[src/rtl/mem_arbiter_pkg.sv]
// Shared types and constants for the IF/DM memory bus arbiter.
package mem_arbiter_pkg;

  typedef enum logic [1:0] {
    IDLE = 2'd0,
    REQ  = 2'd1,
    WAIT = 2'd2,
    RESP = 2'd3
  } state_t;

  typedef enum logic {
    OWN_IF = 1'b0,
    OWN_DM = 1'b1
  } owner_t;

  localparam int unsigned DataWidthDefault = 64;
  localparam int unsigned MaskWidth        = DataWidthDefault / 8;

  function automatic int unsigned mask_width(input int unsigned dw);
    return dw / 8;
  endfunction

endpackage

[src/rtl/mem_arbiter_rr_arb2.sv]
// Combinational two-way round-robin pick between the fetch and data requesters.
module rr_arb2
  import mem_arbiter_pkg::*;
(
  input  logic   i_req_if,
  input  logic   i_req_dm,
  input  owner_t i_last,
  output logic   o_any,
  output owner_t o_owner
);

  always_comb begin
    o_any = i_req_if | i_req_dm;
    if (i_req_if && i_req_dm) begin
      o_owner = (i_last == OWN_IF) ? OWN_DM : OWN_IF;
    end else if (i_req_dm) begin
      o_owner = OWN_DM;
    end else begin
      o_owner = OWN_IF;
    end
  end

endmodule

[src/rtl/mem_arbiter.sv]
// Shares one single-ported memory bus between instruction fetch and data memory,
// one transaction at a time, with round-robin tie breaking and fetch kill.
module mem_arbiter
  import mem_arbiter_pkg::*;
#(
  parameter int unsigned ADDR_WIDTH = 64,
  parameter int unsigned DATA_WIDTH = 64
) (
  input  logic                    clk,
  input  logic                    rst,
  input  logic                    if_req,
  input  logic [ADDR_WIDTH-1:0]   if_addr,
  input  logic                    if_kill,
  output logic                    if_gnt,
  output logic                    if_valid,
  output logic [DATA_WIDTH-1:0]   if_rdata,
  input  logic                    dm_req,
  input  logic                    dm_we,
  input  logic [ADDR_WIDTH-1:0]   dm_addr,
  input  logic [DATA_WIDTH-1:0]   dm_wdata,
  input  logic [DATA_WIDTH/8-1:0] dm_wmask,
  output logic                    dm_gnt,
  output logic                    dm_valid,
  output logic [DATA_WIDTH-1:0]   dm_rdata,
  output logic                    bus_req,
  output logic                    bus_we,
  output logic [ADDR_WIDTH-1:0]   bus_addr,
  output logic [DATA_WIDTH-1:0]   bus_wdata,
  output logic [DATA_WIDTH/8-1:0] bus_wmask,
  input  logic                    bus_gnt,
  input  logic                    bus_rvalid,
  input  logic [DATA_WIDTH-1:0]   bus_rdata
);

  localparam int unsigned MW = mask_width(DATA_WIDTH);

  state_t                r_state;
  owner_t                r_owner;
  owner_t                r_last;
  logic                  r_kill;
  logic                  r_if_valid;
  logic                  r_dm_valid;
  logic [DATA_WIDTH-1:0] r_if_rdata;
  logic [DATA_WIDTH-1:0] r_dm_rdata;
  logic                  r_bus_we;
  logic [ADDR_WIDTH-1:0] r_bus_addr;
  logic [DATA_WIDTH-1:0] r_bus_wdata;
  logic [MW-1:0]         r_bus_wmask;

  logic   w_any;
  owner_t w_pick;
  logic   w_gnt;
  logic   w_if_kill;

  rr_arb2 u_rr_arb2 (
    .i_req_if (if_req),
    .i_req_dm (dm_req),
    .i_last   (r_last),
    .o_any    (w_any),
    .o_owner  (w_pick)
  );

  assign w_gnt     = (r_state == REQ) && bus_gnt;
  assign w_if_kill = if_kill && (r_owner == OWN_IF) && (r_state != IDLE);

  always_ff @(posedge clk or posedge rst) begin
    if (rst) begin
      r_state     <= IDLE;
      r_owner     <= OWN_IF;
      r_last      <= OWN_IF;
      r_kill      <= 1'b0;
      r_if_valid  <= 1'b0;
      r_dm_valid  <= 1'b0;
      r_if_rdata  <= '0;
      r_dm_rdata  <= '0;
      r_bus_we    <= 1'b0;
      r_bus_addr  <= '0;
      r_bus_wdata <= '0;
      r_bus_wmask <= '0;
    end else begin
      r_if_valid <= 1'b0;
      r_dm_valid <= 1'b0;
      if (w_if_kill) begin
        r_kill <= 1'b1;
      end
      case (r_state)
        IDLE: begin
          r_kill <= 1'b0;
          if (w_any) begin
            r_owner <= w_pick;
            r_state <= REQ;
            if (w_pick == OWN_DM) begin
              r_bus_we    <= dm_we;
              r_bus_addr  <= dm_addr;
              r_bus_wdata <= dm_wdata;
              r_bus_wmask <= dm_wmask;
            end else begin
              r_bus_we    <= 1'b0;
              r_bus_addr  <= if_addr;
              r_bus_wdata <= '0;
              r_bus_wmask <= '0;
            end
          end
        end
        REQ: begin
          if (bus_gnt) begin
            r_last  <= r_owner;
            r_state <= WAIT;
          end
        end
        WAIT: begin
          if (bus_rvalid) begin
            r_state <= RESP;
            if (r_owner == OWN_DM) begin
              r_dm_rdata <= r_bus_we ? '0 : bus_rdata;
              r_dm_valid <= 1'b1;
            end else if (!(r_kill || w_if_kill)) begin
              // a kill landing on the response cycle still discards the data
              r_if_rdata <= bus_rdata;
              r_if_valid <= 1'b1;
            end
          end
        end
        RESP: begin
          r_kill  <= 1'b0;
          r_state <= IDLE;
        end
        default: r_state <= IDLE;
      endcase
    end
  end

  assign bus_req   = (r_state == REQ);
  assign bus_we    = r_bus_we;
  assign bus_addr  = r_bus_addr;
  assign bus_wdata = r_bus_wdata;
  assign bus_wmask = r_bus_wmask;
  assign if_gnt    = w_gnt && (r_owner == OWN_IF);
  assign dm_gnt    = w_gnt && (r_owner == OWN_DM);
  assign if_valid  = r_if_valid;
  assign dm_valid  = r_dm_valid;
  assign if_rdata  = r_if_rdata;
  assign dm_rdata  = r_dm_rdata;

endmodule
[config.mk]
export PLATFORM = sky130hd
export DESIGN_NAME = mem_arbiter
export DESIGN_NICKNAME = d
export VERILOG_FILES = /design/src/rtl/mem_arbiter_pkg.sv /design/src/rtl/mem_arbiter_rr_arb2.sv /design/src/rtl/mem_arbiter.sv
export SDC_FILE = /design/constraint.sdc
export NUM_CORES = 1
export LEC_CHECK = 0
export ABC_AREA = 1
export BUFFER_PORTS_ARGS = -buffer_cell sky130_fd_sc_hd__buf_4
export CORE_AREA = 2 2 209 211
export DETAILED_ROUTE_END_ITERATION = 6
export DIE_AREA = 0 0 211 213
export PLACE_DENSITY = 0.62
export SETUP_SLACK_MARGIN = 0.1
export SLEW_MARGIN = 10
export SYNTH_ARGS = -nofsm -noshare
export SYNTH_HDL_FRONTEND = slang
export SYNTH_SLANG_ARGS = --single-unit
[constraint.sdc]
create_clock -name clk -period 11.4 [get_ports clk]
set_input_delay 1.14 -clock clk [delete_from_list [all_inputs] [get_ports clk]]
set_output_delay 1.14 -clock clk [all_outputs]
set_load 0.02 [all_outputs]
# == Word level (Yosys, flattened, before mapping) ==
# Index checks and enable logic that the tools add are counted.
# totals
regBits,272
inputBits,272
elab_cells,58
# classes
bitwise,3
eq_ne,6
muxes,21
reduce_logical,16
# op_table
operator,n
$mux 64,3
$mux 1,13
$mux 8,1
$pmux 2 s4,1
$logic_and 1x1->1,6
$mux 2,3
$reduce_and 3->1,2
$eq 2x2->1 const B,2
$ne 2x1->1 const B,2
$reduce_and 2->1,2
$reduce_and 4->1,1
$reduce_bool 2->1,2
$eq 2x1->1 const B,1
$logic_not 2->1,1
$ne 2x2->1 const B,1
$not 1->1,2
$reduce_or 2->1,1
$logic_or 1x1->1,1
$or 1x1->1,1

# == Depth between registers and ports, before layout ==
# Gate-level depths: netlist of the first run.
# depth
ltp_word,8
mapped_depth,9
mapped_depth_nobuf,7

# == Modules after synthesis ==
# From an unflattened synthesis of the first run, not the netlist that was laid out.
# hier_totals
cells_unflattened,1282
area_unflattened_um2,11384.7
# by_module_without_submodules
module,cells_per_inst,seq_area_each_um2,instances,area_each_um2
mem_arbiter,1279,6806.5,1,11369.7
rr_arb2,3,0.0,1,15.0

# == Least setup slack after synthesis of the first run ==
# OpenSTA, ideal clock, no wires.
# synth_path
path_type,input to output
startpoint,in bus_gnt
endpoint,out dm_gnt
n_path_buf,0
arrival_time_ns,1.517
stages,2
slack_ns,8.743
cell_sequence,nand2_1 nor2_1
# synth_via
elab_chain_len,2
# synth_lines
element,line_no,rtl
from (decl),mem_arbiter.sv:30,"input logic bus_gnt,"
$logic_and 1x1->1,mem_arbiter.sv:63,assign w_gnt = (r_state == REQ) && bus_gnt;
$logic_and 1x1->1,mem_arbiter.sv:139,assign dm_gnt = w_gnt && (r_owner == OWN_DM);
to (decl),mem_arbiter.sv:22,"output logic dm_gnt,"
# Every way passes these cells.

# == Worst setup path in the final report of the first run ==
# layout_path
startpoint,reg r_state[0]
endpoint,"reg r_if_rdata[17], in the netlist if_rdata[17]"
# layout_via
elab_chain_len,5
# layout_lines
element,line_no,rtl
from (decl),mem_arbiter.sv:37,state_t r_state;
from (signal assigned),mem_arbiter.sv:68,r_state <= IDLE;
from (signal assigned),mem_arbiter.sv:91,r_state <= REQ;
from (signal assigned),mem_arbiter.sv:108,r_state <= WAIT;
$reduce_bool 2->1,mem_arbiter.sv:64,assign w_if_kill = if_kill && (r_owner == OWN_IF) && (r_state != IDLE);
$logic_and 1x1->1,mem_arbiter.sv:64,
$logic_or 1x1->1,mem_arbiter.sv:117,end else if (!(r_kill || w_if_kill)) begin
$not 1->1 (no source line),-,
$reduce_and 4->1 (no source line) (*),-,
to (signal assigned),mem_arbiter.sv:119,r_if_rdata <= bus_rdata;
to (decl),mem_arbiter.sv:43,logic [DATA_WIDTH-1:0] r_if_rdata;
# Mark *: on every way between the ends. The rest lies on a longest branch, timed or not.
# A chain may end at the register's enable or synchronous reset.

==> run metrics, run 1 <==
die width between 200 and 250 µm; crit path launch type flip-flop; root buf cell clkbuf_16; Hold EP bus_wmask[1]; commonest register cell after synthesis dfrtp_1; CP Buf/Inv Count 4; final non-filler cell area between 15000 and 20000 µm²; post-route setup TNS 0 ns; DRC Markers 0; Final ANT Viol Nets 0; CTS buffer count 31; Max-cap violations 0; clock skew 0.0116 ns; Nets about 2.2k; postcts setup bufs 0; overall power 0.00488 W; DP Area 16200 µm²; Cell variety after synth 19; P&R area growth vs syn 46.0%; leading area contributor after synthesis dfrtp_1; critical setup path kind reg2reg; switch share between 40% and 50%; IO buf count between 500 and 600; power share of the sequential group between 30% and 40%; RSZ-0062 raised after global routing false; Fin Hold WS approximately 0.47 ns; Yosys top cell area share a little under three fifths; Mapped Cells ~1.4k; antenna violations before repair 1; post-detail-place hpwl a little under 30000 µm; Max clock buf depth 3; final WL roughly 43000 µm; most used cell along the critical path buf_4; n_diodes 0; r2r setup slk around 7.9 ns; fmax 284 MHz; status finished, final reports clean; worst setup margin 7.88 ns; commonest cells in the synthesized netlist nand2_1, dfrtp_1, nand3_1, nand4_1, o21ai_0; vias in the first global route roughly 11k; period utilization about 30%; most common cell in the netlist nand2_1; initial DRC count approximately 1.1k; family with the most delay on the worst path buffers and inverters; Vias around 12k; slowest stage delay, CP slightly below 0.7 ns; I/O Pins 542; Pleak roughly 9.6 nW; endpoints failing setup 0; part of the power in combinational logic 45.8%; Int Power 0.00281 W; Seq cells post-synth 272; DR vias/cell around 4.7; Worst-Margin Slew between 0.9 and 1 ns; Sink Count around 270; routability cong. roughly 0.83; global-route wire length before repair 65000 µm; Place WS about 7.4 ns; WHS Path Cells 2; VDD IR max ~0.00014 V; Final Hold Viols 0; Post-Syn Area per Cell ~8.4 µm²; # rows 76; Switch Pwr roughly 0.0021 W; die area roughly 45000 µm²; number of flops mapped to enable cells by yosys 0; Crit. End Element flip-flop; Worst Path Max Fanout 66; wire per inst 17.4 µm; WP data arrival between 3 and 4 ns; clock-pin slew on the worst setup and hold paths 0.06 ns; Tmin final around 3.5 ns; clock power share between 20% and 30%; GR Overflow Total 0; R2R depth 10; worst hold path type reg2reg; DR pass1 iterations 5; Hold-fix buffers, CTS 0; RR Endpoint if_rdata[17]; leading post-synthesis cells by cell area dfrtp_1, nand2_1, nand3_1; TritonCTS clock tree done; H-tree Lvls 1; clock insertion delay at the later pin of the skew report between 0.5 and 0.6 ns; Async SR Flop Fraction 100%; Die Y ~210 µm; Critical-path top delay cell nand3_2; synthesized cell area between 10000 and 15000 µm²; synth warn 0; CP cell instances inv_1 > ha_1 > nand2_2 > buf_4 > nor2_4 > buf_4 > nand3_2 > buf_4 > nand2_1 > nand2_1; sequential cell area fraction in the yosys report 57.6%; layout cells sized above 1 roughly 32%; post-CTS sizing 0; GRT Total Usage a little under a fifth; Rel. slew slack approximately a third; Worst Hold Launch bus_wmask[1]; power density cells 282 nW/µm²; Max Slew Vio Count 0; core area ~43000 µm²; syn nets between 1.5k and 2k; largest net degree at the start of global routing 126; Initial Util between 20% and 30%; Worst Path Required ~12 ns; RR Startpoint r_state[0]
==> how the worst max path moves through the flow <==
| stage | start | to | slack (ns) | cells past startpoint |
|---|---|---|---|---|
| finish | r_state[0] | if_rdata[17] | 7.88 | 10 |
| global placement | bus_rvalid | if_rdata[61] | 7.46 | 9 |
| global route | r_state[0] | if_rdata[61] | 7.62 | 10 |
| detailed placement | bus_rvalid | if_rdata[62] | 7.41 | 9 |
| floorplan | rst | bus_addr[0] | 2.76 | 1 |
| CTS | r_state[0] | if_rdata[62] | 7.84 | 10 |
==> area by class of cell <==
class                      instances  area [µm²]
clock buffer                      44         875
clock inverter                    12         149
fill                            4282       25400
inverter                          63         246
multi-input combinational        969        4330
sequential                       272        6810
tap                              546         683
timing repair buffer             557        4180
==> kinds of logic after synthesis <==
kind of cell / after synthesis / synth area share (%)
AO/OA/AOI/OAI: 69 / 2.99
adder cells (fa/ha/maj): 4 / 0.423
flip-flops: 272 / 57.6
buffers and inverters: 169 / 6.23
AND/OR/NAND/NOR: 896 / 32.8
==> worst reg2reg max path: stages (launching register included) <==
cell and delay (ns):
dfrtp_1 0.40, inv_1 0.12, ha_1 0.27, nand2_2 0.06, buf_4 0.30, nor2_4 0.22
buf_4 0.64, nand3_2 0.70, buf_4 0.49, nand2_1 0.17, nand2_1 0.05
==> registers in the layout, summed over array words and instances (netlist names), 2 cells and up <==
name,flops
dm_rdata,64
if_rdata,64
bus_wdata,64
r_state,2
bus_wmask,8
bus_addr,64
==> metrics by stage <==
stage | utilization, % | cells
2_1_floorplan | - | 1410
3_3_place_gp | 38.0 | 2407
3_5_place_dp | 38.0 | 2407
4_1_cts | 40.4 | 2463
5_1_grt | 40.4 | 2463
6_report | 40.4 | 2463
==> power by group through the flow <==
stage          clock (W)  sequential (W)  combinational (W)
2_1_floorplan          0         0.00210           0.000748
3_3_place_gp           0         0.00162            0.00224
3_5_place_dp           0         0.00163            0.00227
4_1_cts          0.00105         0.00162            0.00227
5_1_grt          0.00109         0.00167            0.00243
6_report         0.00102         0.00162            0.00223
==> cell usage in the layout (no fill, tap or decap) <==
cell	instances
nand3_2	2
nand3b_1	48
clkbuf_1	8
inv_6	3
clkinv_2	5
ha_1	4
nor2_4	3
clkbuf_8	5
inv_2	4
o21ai_0	66
clkbuf_16	31
nand4_1	66
nor2_1	2
a21oi_4	1
clkinvlp_4	1
a21boi_0	1
nand2_2	3
inv_4	1
inv_8	1
nand2_1	642
inv_1	57
buf_4	557
nand3_1	130
bufinv_16	3
dfrtp_1	272
o21bai_1	1
==> routing by layer <==
| layer | vias up | global-route usage (%) | part of all wire (%) |
|---|---|---|---|
| li1 | 5479 | - | - |
| met1 | 5496 | 22.7 | 41 |
| met2 | 500 | 29.9 | 47 |
| met3 | 79 | 5.59 | 8.6 |
| met4 | 2 | 6.46 | 3.6 |
| met5 | - | 0 | 0.026 |
Power figures use the tool's default switching activity.
==> inputs of run 2 (changes only) <==
--- a/config.mk
+++ b/config.mk
@@ -5,12 +5,12 @@
 export SDC_FILE = /design/constraint.sdc
 export NUM_CORES = 1
 export LEC_CHECK = 0
-export ABC_AREA = 1
+export ABC_AREA = 0
 export BUFFER_PORTS_ARGS = -buffer_cell sky130_fd_sc_hd__buf_4
-export CORE_AREA = 2 2 209 211
+export CORE_AREA = 2 2 212 214
 export DETAILED_ROUTE_END_ITERATION = 6
-export DIE_AREA = 0 0 211 213
-export PLACE_DENSITY = 0.62
+export DIE_AREA = 0 0 214 216
+export PLACE_DENSITY = 0.58
 export SETUP_SLACK_MARGIN = 0.1
 export SLEW_MARGIN = 10
 export SYNTH_ARGS = -nofsm -noshare
==> constraint.sdc (replaced) <==
create_clock -name clk -period 3.35 [get_ports clk]
set_input_delay 0.335 -clock clk [delete_from_list [all_inputs] [get_ports clk]]
set_output_delay 0.335 -clock clk [all_outputs]
set_load 0.02 [all_outputs]
==> run metrics, run 2 <==
status finished, final reports clean; die width 214 µm; H-tree Lvls 1; WP data arrival 2.60 ns; vias in the first global route about 11k; endpoints failing setup 0; leading post-synthesis cells by cell area dfrtp_1, mux2_2, a22o_1; clock insertion delay at the later pin of the skew report 0.58 ns; die area 46200 µm²; leading area contributor after synthesis dfrtp_1; most common cell in the netlist dfrtp_1; part of the power in combinational logic 45.9%; DR pass1 iterations 5; clock skew roughly 0.013 ns; antenna violations before repair 1; Rel. slew slack about a third; commonest register cell after synthesis dfrtp_1; Die Y between 200 and 250 µm; post-CTS sizing 0; Layout fillers about 4.1k; clock power share approximately a fifth; power share of the sequential group 33.0%; Int Power 0.0106 W; Yosys top cell area share 62.9%; period utilization a little over three fifths; DR vias/cell 4.42; Nets 1964; Mapped Cells approximately 960; initial DRC count between 500 and 600; Crit. End Element flip-flop; RR Endpoint bus_addr[32]; Max clock buf depth 3; worst hold path type in2reg; wire per inst ~17 µm; switch share between 30 and 40%; Final Hold Viols 0; final WL a little under 40000 µm; DP Area 15600 µm²; Initial Util about 25%; global-route wire length before repair 61400 µm; RR Startpoint r_state[0]; Sink Count roughly 270; routability cong. ~0.83; clock-pin slew on the worst setup and hold paths about 0.06 ns; DRC Markers 0; Max Slew Vio Count 0; Seq cells post-synth between 200 and 300; Switch Pwr just under 0.007 W; Critical Path Sink bus_addr[32]; Hold-fix buffers, CTS around 200; Worst Path Max Fanout 34; r2r setup slk 1.25 ns; postcts setup bufs 0; power density cells a little over 900 nW/µm²; final non-filler cell area 18700 µm²; Max-cap violations 0; I/O Pins 542; # rows 77; most frequent cells in the layout buf_4, dfrtp_1, dlygate4sd3_1, nand2_1, a21oi_1; sequential cell area fraction in the yosys report a little over three fifths; Multi-input gate area roughly 3700 µm²; VDD IR max 0.000518 V; IO buf count roughly 540; Pleak 9.15 nW; GR Overflow Total 0; Tmin final between 2 and 2.5 ns; crit path launch type flip-flop; Async SR Flop Fraction between 90% and 100%; Worst-Margin Slew 0.999 ns; root buf cell clkbuf_16; DP Cell Count 2048; Cell variety after synth 26; synth warn 0; fmax between 400 and 500 MHz; Post-Syn Area per Cell 11.3 µm²; Vias a little over 10k; most common cell after layout, fill and taps aside buf_4; R2R depth 6; commonest cells in the synthesized netlist dfrtp_1, nand2_1, a21oi_1, a22o_1, nor2_1; layout cells sized above 1 between 40% and 50%; number of flops mapped to enable cells by yosys 0; syn nets 1237; P&R area growth vs syn 73.2%; synthesized cell area 10800 µm²; Seq. cell area about 6800 µm²; Worst Path Required around 3.8 ns; CP startpoint r_state[0]; post-detail-place hpwl around 27000 µm; critical setup path kind reg2reg; TritonCTS clock tree done; Final ANT Viol Nets 0; CTS buffer count 31; core area 43800 µm²; GRT Total Usage between 10% and 20%; Finished Layout Cells between 2k and 2.5k; RSZ-0062 raised after global routing false; largest net degree at the start of global routing 79
[run 2: critical path, stage by stage, from the launching register on]
cell and delay, ns:
dfrtp_1 0.40, inv_1 0.11, ha_1 0.31, o21a_2 0.48
buf_4 0.46, nor2_1 0.10, a21oi_1 0.15
[run 2: cell type report]
type / instances / share of cell area [%]
clock buffers: 40 / 4.70
flip-flops and latches: 272 / 36.3
clock inverters: 16 / 1.26
repair buffers: 766 / 34.0
well taps: 592 / 3.96
multi-input cells: 610 / 19.6
inverters: 7 / 0.160
diodes: 1 / 0.0134
[run 2: power by group through the flow]
stage / Sequential [W] / Combinational (W) / Clock (W)
floorplan: 0.00745 / 0.00245 / 0
global placement: 0.00575 / 0.00775 / 0
detailed placement: 0.00577 / 0.00785 / 0
CTS: 0.00575 / 0.00804 / 0.00379
global route: 0.00593 / 0.00855 / 0.00392
finish: 0.00575 / 0.00798 / 0.00367
[run 2: per-layer routing]
layer | vias up | wire length (µm) | track usage, %
met5 | - | 0 | 0
met4 | 0 | 1170 | 5.50
met3 | 71 | 2770 | 3.92
met2 | 412 | 19600 | 28.9
met1 | 4965 | 16100 | 20.0
li1 | 4740 | - | -
[run 2: kinds of logic (layout without fill, tap and decap cells)]
kind of cell    Yosys count  in the layout  synth area share (%)
flops                   272            272                  62.9
simple gates            266            266                  10.8
fa+ha+maj                 4              4                 0.463
buf+inv                  79            829                  3.46
other cells               0              1                     0
compound gates          275            275                  15.6
mux                      65             65                  6.77
[run 2: worst min-delay path by stage]
stage / from / end / depth (start not counted)
2_1_floorplan: if_addr[11] / bus_addr[11] / 2
3_3_place_gp: dm_rdata[26] / dm_rdata[26] / 2
3_5_place_dp: dm_rdata[16] / dm_rdata[16] / 2
4_1_cts: if_addr[24] / bus_addr[24] / 3
5_1_grt: if_addr[19] / bus_addr[19] / 3
6_report: dm_addr[41] / bus_addr[41] / 3
[run 2: stage by stage]
step                setup TNS [ns]  power (W)  worst slack (ns)  utilization, %  hold WS (ns)
global route                     0     0.0184              1.06            42.7        0.0196
floorplan                  -157.87    0.00991            -0.580               -         0.464
detailed placement               0     0.0136              1.27            35.6         0.473
global placement                 0     0.0135              1.31            35.6         0.463
finish                           0     0.0174              1.25            42.7        0.0457
CTS                              0     0.0176              1.23            42.7       0.00683
